[config.mk]
export PLATFORM = sky130hd
export DESIGN_NAME = retire_trace_serializer
export DESIGN_NICKNAME = d
export VERILOG_FILES = /design/src/rtl/retire_trace_serializer.sv
export SDC_FILE = /design/constraint.sdc
export NUM_CORES = 1
export LEC_CHECK = 0
export CAP_MARGIN = 20
export CORE_MARGIN = 1
export CORE_UTILIZATION = 23
export CTS_BUF_LIST = sky130_fd_sc_hd__clkbuf_4
export CTS_CLUSTER_SIZE = 40
export DETAILED_ROUTE_END_ITERATION = 8
export GPL_TIMING_DRIVEN = 0
export HOLD_SLACK_MARGIN = 0.05
export PLACE_DENSITY = 0.38
export REMOVE_ABC_BUFFERS = 1
export SYNTH_ARGS = -nofsm -noshare
export SYNTH_HDL_FRONTEND = slang
export SYNTH_SLANG_ARGS = --single-unit
[constraint.sdc]
create_clock -name clock -period 13.7 [get_ports clock]
set_clock_uncertainty 0.2 [all_clocks]
set_input_delay 2.74 -clock clock [delete_from_list [all_inputs] [get_ports clock]]
set_output_delay 2.74 -clock clock [all_outputs]
set_load 0.02 [all_outputs]
[src/rtl/retire_trace_serializer.sv]
// Buffers 92-bit retire snapshots in a FIFO, tags each with a sequence number and
// streams it as a byte frame (SYNC, seq, P0..P11); define TRACE_CRC_EN to append CRC-8.
module retire_trace_serializer #(
    parameter int         DEPTH     = 8,
    parameter int         LVL_W     = $clog2(DEPTH) + 1,
    parameter logic [7:0] SYNC_BYTE = 8'hA5
) (
    input  logic             clock,
    input  logic             reset,
    input  logic             trace_en,
    input  logic             retire_valid,
    input  logic [91:0]      retire_data,
    output logic             out_valid,
    output logic [7:0]       out_data,
    input  logic             out_ready,
    output logic [LVL_W-1:0] fifo_level,
    output logic             overflow,
    output logic [15:0]      drop_count,
    input  logic             clear_status
);

    localparam int PTR_W = $clog2(DEPTH);

`ifdef TRACE_CRC_EN
    typedef enum logic [2:0] {IDLE, SYNC, SEQ, PAY, CRC} state_t;
`else
    typedef enum logic [1:0] {IDLE, SYNC, SEQ, PAY} state_t;
`endif

    logic [99:0]      fifo_mem [DEPTH];
    logic [PTR_W-1:0] wr_ptr;
    logic [PTR_W-1:0] rd_ptr;
    logic [7:0]       seq_cnt;

    state_t      state;
    state_t      state_next;
    logic [3:0]  idx;
    logic [3:0]  idx_next;
    logic [99:0] frame;
    logic [99:0] frame_next;
    logic        out_valid_next;
    logic [7:0]  out_data_next;
`ifdef TRACE_CRC_EN
    logic [7:0]  crc;
    logic [7:0]  crc_next;
`endif

    logic capture;
    logic fifo_full;
    logic fifo_empty;
    logic accept;
    logic frame_slot_free;
    logic pop;
    logic push;
    logic drop;

    // Payload is {4'b0, snapshot}, byte k counted from the most significant end.
    function automatic logic [7:0] payload_byte(input logic [91:0] snap, input logic [3:0] k);
        logic [95:0] p;
        p = {4'b0000, snap};
        return p[8 * (11 - int'(k)) +: 8];
    endfunction

`ifdef TRACE_CRC_EN
    function automatic logic [7:0] crc8_step(input logic [7:0] crc_in, input logic [7:0] data_in);
        logic [7:0] c;
        c = crc_in ^ data_in;
        for (int i = 0; i < 8; i++) begin
            c = c[7] ? ((c << 1) ^ 8'h07) : (c << 1);
        end
        return c;
    endfunction
`endif

    assign capture    = trace_en & retire_valid;
    assign fifo_full  = (fifo_level == LVL_W'(DEPTH));
    assign fifo_empty = (fifo_level == '0);
    assign accept     = out_valid & out_ready;
    assign push       = capture & (~fifo_full | pop);
    assign drop       = capture & ~push;

    always_comb begin
        state_next      = state;
        idx_next        = idx;
        frame_next      = frame;
        out_valid_next  = out_valid;
        out_data_next   = out_data;
        frame_slot_free = 1'b0;
        pop             = 1'b0;
`ifdef TRACE_CRC_EN
        crc_next        = crc;
`endif
        case (state)
            IDLE: frame_slot_free = 1'b1;
            SYNC: begin
                if (accept) begin
                    state_next    = SEQ;
                    out_data_next = frame[99:92];
                end
            end
            SEQ: begin
                if (accept) begin
                    state_next    = PAY;
                    idx_next      = 4'd0;
                    out_data_next = payload_byte(frame[91:0], 4'd0);
`ifdef TRACE_CRC_EN
                    crc_next      = crc8_step(crc, out_data);
`endif
                end
            end
            PAY: begin
                if (accept) begin
`ifdef TRACE_CRC_EN
                    crc_next = crc8_step(crc, out_data);
`endif
                    if (idx == 4'd11) begin
`ifdef TRACE_CRC_EN
                        state_next    = CRC;
                        out_data_next = crc8_step(crc, out_data);
`else
                        frame_slot_free = 1'b1;
`endif
                    end else begin
                        idx_next      = idx + 4'd1;
                        out_data_next = payload_byte(frame[91:0], idx + 4'd1);
                    end
                end
            end
`ifdef TRACE_CRC_EN
            CRC: begin
                if (accept) frame_slot_free = 1'b1;
            end
`endif
            default: state_next = IDLE;
        endcase

        // Starting the next frame on the same edge keeps back-to-back frames gapless.
        if (frame_slot_free) begin
            if (!fifo_empty) begin
                pop            = 1'b1;
                frame_next     = fifo_mem[rd_ptr];
                state_next     = SYNC;
                out_valid_next = 1'b1;
                out_data_next  = SYNC_BYTE;
`ifdef TRACE_CRC_EN
                crc_next       = 8'h00;
`endif
            end else begin
                state_next     = IDLE;
                out_valid_next = 1'b0;
            end
        end
    end

    always_ff @(posedge clock or posedge reset) begin
        if (reset) begin
            state     <= IDLE;
            idx       <= 4'd0;
            frame     <= '0;
            out_valid <= 1'b0;
            out_data  <= 8'h00;
`ifdef TRACE_CRC_EN
            crc       <= 8'h00;
`endif
        end else begin
            state     <= state_next;
            idx       <= idx_next;
            frame     <= frame_next;
            out_valid <= out_valid_next;
            out_data  <= out_data_next;
`ifdef TRACE_CRC_EN
            crc       <= crc_next;
`endif
        end
    end

    always_ff @(posedge clock) begin
        if (push) fifo_mem[wr_ptr] <= {seq_cnt, retire_data};
    end

    // The sequence counter advances on every capture, stored or dropped, so gaps are visible.
    always_ff @(posedge clock or posedge reset) begin
        if (reset) begin
            wr_ptr     <= '0;
            rd_ptr     <= '0;
            fifo_level <= '0;
            seq_cnt    <= 8'd0;
        end else begin
            if (capture) seq_cnt <= seq_cnt + 8'd1;
            if (push) wr_ptr <= wr_ptr + PTR_W'(1);
            if (pop) rd_ptr <= rd_ptr + PTR_W'(1);
            case ({push, pop})
                2'b10:   fifo_level <= fifo_level + LVL_W'(1);
                2'b01:   fifo_level <= fifo_level - LVL_W'(1);
                default: fifo_level <= fifo_level;
            endcase
        end
    end

    always_ff @(posedge clock or posedge reset) begin
        if (reset) begin
            overflow   <= 1'b0;
            drop_count <= 16'h0000;
        end else if (clear_status) begin
            overflow   <= 1'b0;
            drop_count <= 16'h0000;
        end else if (drop) begin
            overflow <= 1'b1;
            if (drop_count != 16'hFFFF) drop_count <= drop_count + 16'd1;
        end
    end

endmodule

==> results.txt, run 1 <==
Status: finished, final reports clean
RSZ-0062 raised after global routing: false
Resized Gates After CTS: 0
Crit start category: primary input
Hold WS: 0.2763 ns
Final Critical Period: 5.957 ns
Die ar.: 0.1620 mm²
Gpl congestion: 0.7130
Global route overflow: 0
Total length of routed wires: 97,590 µm
Setup violations, final: 0
CTS H-tree lvls: 5
Routing usage on met3: 0.03708
Final Hold Fails: 0
Iteration-0 DRC Markers: 1,114
Critical Path RT: 14.35 ns
Average cell area after synthesis: 19.87 µm²
Syn. warnings: 0
Post-route ant nets: 0
Root Buffer: clkbuf_4
Gate power share: 0.278
Clk buf depth: 4
Synth area leader: edfxtp_1
Top cells by area, synth: edfxtp_1 65%, mux4_2 13%, dfrtp_1 10%
Synth-to-Final Area Change: 24.33%
Sw frac: 0.3113
Buffer and inverter count on the worst path: 6
Pleak: 15.63 nW
Final Core Density: 0.2888
Clk slew on worst S/H paths: 0.06 ns
Initial core utilization: 0.2323
VDD IR max: 0.1109 mV
Clock power frac: 0.296
Tot GR Track Use: 0.1221
CP max FO: 20
CP most frequent cell: buf_6
EDFF count, synth: 800
Worst reg2reg path depth: 12
Ports: 128
Share of the synthesized area in the top cell type: 0.6514
Floorplan row count: 146
Async SR Flop Fraction: 0.1579
Port buffer count: 127
Rel. slew slack: 0.3360
Total number of vias: 19,639
Crit Reg-Reg Endpoint: fifo_mem[6][44]$_DFFE_PP_
TritonCTS Sinks: 950
Post-cts hold buffer count: 0
Fin crit share: 0.4348
Cell area after synthesis: 0.03688 mm²
Final nets: 2,438
Initial antenna violation count: 23
Hold path cells: 2
Layout cell share with drive strength beyond 1: 0.3298
Flops & latches, synth: 950
Die X: 402.4 µm
Max Cap Viol: 0
Global-route wire length before repair: 145,500 µm
Post-route insts no fill: 4,613
GR Util met2: 0.1888
HP Start: frame[76]$_DFFE_PP0P_
Fillers: 15,684
Synth Flop Type: edfxtp_1
Post-synthesis sequential area ratio: 0.7532
Synth Instances: 1,856
Pre-CTS worst setup slack: 6.537 ns
Power per cell area: 193.3 mW/mm²
Final WS setup: 7.743 ns
Worst r2r src: idx[0]$_DFFE_PP0P_
Crit path kind: primary input to register
Critical path, cell by cell: clkdlybuf4s50_1 -> and2_1 -> a41oi_4 -> a31oi_1 -> nand2_1 -> nor3b_2 -> buf_6 -> buf_6 -> buf_6 -> buf_6 -> buf_6
Tightest Pin Transition: 0.9916 ns
FMAX: 0.1679 GHz
Critical path's slowest cell: nor3b_2
DRC: 0
Net switching power: 2.759 mW
Vias in the first global route: 21,510
Max-slew violation count: 0
Hold Crit Class: register to register
Library cells used by synthesis: 60
Tot Pwr: 8.861 mW
Power Internal: 6.103 mW
Die height: 402.4 µm
Via density: 4.257
HPWL after DPL: 64,540 µm
Hold Path Sink: frame[76]$_DFFE_PP0P_
Num CTS Buffers: 288
CP max stage delay: 0.85 ns
CTS tree: built
CP Capture Type: register
Family with the most delay on the worst path: simple AND/OR/NAND/NOR gates
Clk_lat worst skew: 1.17 ns
Cells after DPL: 4,108
DR WL/cell: 21.15 µm
Reg-to-reg slack, setup: 8.98 ns
Drt pass-1 iters: 5
Post-CTS setup buffers: 0
Largest net degree at the start of global routing: 98
Critical Path AT: 6.61 ns
Reg power frac: 0.426
GR peak layer: met2
Core area: 0.1587 mm²
GRT met1 Usage: 0.1591
## worst max-delay path by stage
stage / endpoint / slack, ns / from / depth (start not counted)
2_1_floorplan: fifo_mem[1][0]$_DFFE_PP_ / -1.30 / out_ready / 4
3_3_place_gp: fifo_mem[1][39]$_DFFE_PP_ / -18.80 / out_ready / 5
3_5_place_dp: fifo_mem[1][39]$_DFFE_PP_ / 6.54 / out_ready / 11
4_1_cts: fifo_mem[1][63]$_DFFE_PP_ / 7.84 / out_ready / 11
5_1_grt: fifo_mem[6][44]$_DFFE_PP_ / 7.64 / out_ready / 11
6_report: fifo_mem[6][44]$_DFFE_PP_ / 7.74 / out_ready / 11
## power groups by stage
stage,registers [mW],clock network [mW],logic [mW]
2_1_floorplan,4.01,0,1.68
3_3_place_gp,4.36,0,2.65
3_5_place_dp,3.85,0,2.55
4_1_cts,3.79,2.76,2.56
5_1_grt,3.83,2.90,2.70
6_report,3.77,2.62,2.47
## cell type report
type,count,area (µm²),share of cell area
antenna,9,22.52,0.0004912
sequential,950,27790,0.6061
timing repair buffer,283,3281,0.07155
multi-input combinational,792,8646,0.1886
clock inverter,79,341.6,0.007450
clock buffer,416,3123,0.06811
inverter,12,52.55,0.001146
tap,2072,2592,0.05654
## layer usage
metal  share of wire  wire length (µm)
met2            0.46             45230
met5          0.0021               205
met4           0.031              3000
met1            0.45             43740
met3           0.055              5414
## sequential cells by signal, indices dropped and copies added, names as in the netlist
signal      cells
out_data        8
rd_ptr          3
overflow        1
idx             4
drop_count     16
wr_ptr          3
frame         100
fifo_mem      800
seq_cnt         8
fifo_level      4
out_valid       1
state           2
## metrics by stage
stage / area [µm²] / TNS, ns
global route: 45850 / 0
global placement: 40280 / -9046.22
finish: 45850 / 0
floorplan: 36410 / -178.57
CTS: 45810 / 0
detailed placement: 42350 / 0
## cell usage after synthesis (all sizes together), types with 4 or more instances
master,n
a21boi,4
a21oi,27
a22o,8
a22oi,6
a31oi,4
and3,4
buf,42
clkbuf,60
dfrtp,150
edfxtp,800
ha,12
inv,12
mux2,6
mux2i,103
mux4,220
nand2,146
nand3,13
nand4,7
nor2,21
nor3,11
o21ai,125
or3,12
xnor2,11
xor2,5
## kinds of logic after synthesis
family          share of synthesized area
simple gates                      0.02745
mux                                0.1641
buf+inv                           0.01388
compound gates                    0.03274
xor+xnor                         0.004003
flops                              0.7532
fa+ha+maj                        0.004614
## tightest hold or removal path: stages (launching register included)
cell and delay, ns:
dfrtp_1 0.34, nand2_1 0.04, o21ai_0 0.06
## layout by cell type (no fill, tap or decap), drive strengths merged, types with 73 or more instances in the layout
cell type        n
edfxtp         800
clkbuf         416
mux4           220
buf            156
dfrtp          150
nand2          146
clkdlybuf4s50  127
o21ai          125
mux2i          103
clkinv          73
(Power assumes the default switching activity.)
==> inputs of run 2 (changes only) <==
Clock period 13.7 ns to 5.8 ns, I/O delays scaled along.
==> results of run 2 <==
Same layout as run 1 (identical final DEF). Status: finished, final reports clean.
Main changes from that run: setup slack after placement 6.537 ns -> 0.2167 ns; setup slack after layout 7.743 ns -> 1.078 ns; start point of the critical path out_ready -> idx[0]$_DFFE_PP0P_; register-to-register setup slack 8.98 ns -> 1.08 ns; total power 8.861 mW -> 20.93 mW; worst IR drop on VDD 0.1109 mV -> 0.2620 mV
==> inputs of run 3 (changes only) <==
Clock period 5.8 ns to 4.7 ns, I/O delays scaled along.
==> run 3 against run 2 <==
  * First-iteration DRC count is 2.3% lower
  * Design area is 0.16% higher
  * Utilization hardly changed
  * Maximum frequency is 6.9% higher
  * Count of clock-buffer cells in the layout stayed put
  * Wire length hardly changed
  * Sequential power is 23% higher
  * Combinational power is 24% higher
  * Sequential share of layout area is 0.094 points lower
  * Critical path type unchanged
  * Highest routed layer unchanged
==> results.txt, run 3 (synthesized netlist as in run 1, its figures left out) <==
Buffer and inverter count on the worst path: 7
Total number of vias: 19,643
Hold Crit Class: register to register
Tightest Pin Transition: 0.9516 ns
Final Core Density: 0.2893
Global-route wire length before repair: 145,600 µm
Iteration-0 DRC Markers: 1,088
Reg power frac: 0.426
DR WL/cell: 21.13 µm
Fillers: 15,680
Setup violations, final: 0
Power per cell area: 563.2 mW/mm²
Layout cell share with drive strength beyond 1: 0.3308
Initial antenna violation count: 23
Crit start category: register
Family with the most delay on the worst path: buffers and inverters
Pleak: 15.67 nW
Final Hold Fails: 0
Largest net degree at the start of global routing: 98
Drt pass-1 iters: 5
Num CTS Buffers: 288
Initial core utilization: 0.2323
Post-route ant nets: 0
Most frequent cells in the layout: 800 x edfxtp_1, 416 x clkbuf_4, 220 x mux4_2, 146 x nand2_1, 146 x dfrtp_1
Vias in the first global route: 21,523
FMAX: 0.2265 GHz
CP max FO: 20
Power Internal: 17.80 mW
Critical path, cell by cell: buf_16 -> ha_2 -> and3b_1 -> a41oi_4 -> a31o_2 -> nor4b_4 -> buf_4 -> buf_6 -> buf_4 -> buf_4 -> buf_4 -> buf_4
HPWL after DPL: 64,540 µm
CP max stage delay: 0.65 ns
Die X: 402.4 µm
Tot Pwr: 25.87 mW
Max-slew violation count: 0
Gpl congestion: 0.7130
Crit path kind: register to register
Max FFs per register: 800
Global route overflow: 0
Critical Path RT: 5.34 ns
Setup TNS: 0 ns
CP most frequent cell: buf_4
TritonCTS Sinks: 950
Die ar.: 0.1620 mm²
Via density: 4.254
Clk buf depth: 4
Critical path's slowest cell: dfrtp_4
Status: finished, final reports clean
Net switching power: 8.065 mW
Ports: 128
Sw frac: 0.3118
Clk slew on worst S/H paths: 0.06 ns
VDD IR max: 0.3239 mV
Port buffer count: 127
Fin crit share: 0.9395
Core area: 0.1587 mm²
Clk_lat worst skew: 1.18 ns
Max Cap Viol: 0
Critical Path AT: 5.05 ns
Final Critical Period: 4.416 ns
Commonest non-fill, non-tap cell in the layout: edfxtp_1
Synth-to-Final Area Change: 24.52%
Total length of routed wires: 97,550 µm
Largest regs: fifo_mem: 800 flops, frame: 100 flops, drop_count: 16 flops
Most flops, register: fifo_mem
DRC: 0
Tot GR Track Use: 0.1222
Gate power share: 0.279
CTS tree: built
Die height: 402.4 µm
Rel. slew slack: 0.3632
Final nets: 2,442
CP Capture Type: register
Clock power frac: 0.295
CTS H-tree lvls: 5
Floorplan row count: 146
Root Buffer: clkbuf_4
## run 3: repair_timing
item	in CTS	in global routing
pin swaps	0	1
hold buffers	1	0
gates cloned	0	0
setup endpoints to repair	18	44
setup buffers	0	3
gates resized for setup	3	3
endpoints found under the hold margin	53	0
## run 3: layout make-up
| type | count | area, µm² | share of cell area |
|---|---|---|---|
| clock inverters | 79 | 341.6 | 0.007438 |
| diodes | 9 | 22.52 | 0.0004904 |
| multi-input cells | 792 | 8685 | 0.1891 |
| flip-flops and latches | 950 | 27790 | 0.6052 |
| inverters | 12 | 52.55 | 0.001144 |
| repair buffers | 287 | 3313 | 0.07215 |
| clock buffers | 416 | 3123 | 0.06801 |
| well taps | 2072 | 2592 | 0.05645 |
## run 3: power by group through the flow
stage	registers, mW	logic, mW	clock network (mW)
finish	11.0	7.21	7.63
global route	11.2	7.90	8.45
CTS	11.0	7.47	8.03
detailed placement	11.2	7.44	0
global placement	12.1	5.72	0
floorplan	11.6	4.30	0
## run 3: path summary, 6_finish.rpt
check | start | endpoint | slack (ns) | cells after the start
min in group asynchronous | reset | frame[9]$_DFFE_PP0P_ | 0.65 | 3
worst min-delay path | frame[0]$_DFFE_PP0P_ | frame[0]$_DFFE_PP0P_ | 0.28 | 2
worst max register to register | idx[0]$_DFFE_PP0P_ | fifo_mem[1][63]$_DFFE_PP_ | 0.28 | 12
max in group asynchronous | reset | idx[0]$_DFFE_PP0P_ | 2.61 | 4
worst max-delay path | idx[0]$_DFFE_PP0P_ | fifo_mem[1][63]$_DFFE_PP_ | 0.28 | 12
worst min register to register | frame[0]$_DFFE_PP0P_ | frame[0]$_DFFE_PP0P_ | 0.28 | 2
## run 3: through the flow
stage | hold slack (ns) | std cells | setup slack [ns] | cell area (µm²)
4_1_cts | 0.1190 | 4604 | 0.09497 | 45850
3_3_place_gp | 0.2576 | 3953 | -27.23 | 40280
6_report | 0.2768 | 4617 | 0.2842 | 45920
2_1_floorplan | 0.2444 | 1754 | -8.935 | 36410
3_5_place_dp | 0.2699 | 4108 | -0.6633 | 42350
5_1_grt | 0.1708 | 4616 | -0.02289 | 45920
## run 3: layer usage
layer	global-route usage	part of all wire	vias up
li1	-	-	8683
met1	0.1592	0.45	10163
met2	0.1892	0.47	493
met3	0.03708	0.054	272
met4	0.04908	0.029	32
met5	0	0.0022	-
## run 3: worst register-to-register path, cell delays in order, from the launching register on
cell and delay, ns:
dfrtp_4 0.65, buf_16 0.28, ha_2 0.28, and3b_1 0.39, a41oi_4 0.26, a31o_2 0.40, nor4b_4 0.48, buf_4 0.28
buf_6 0.16, buf_4 0.16, buf_4 0.19, buf_4 0.20, buf_4 0.20
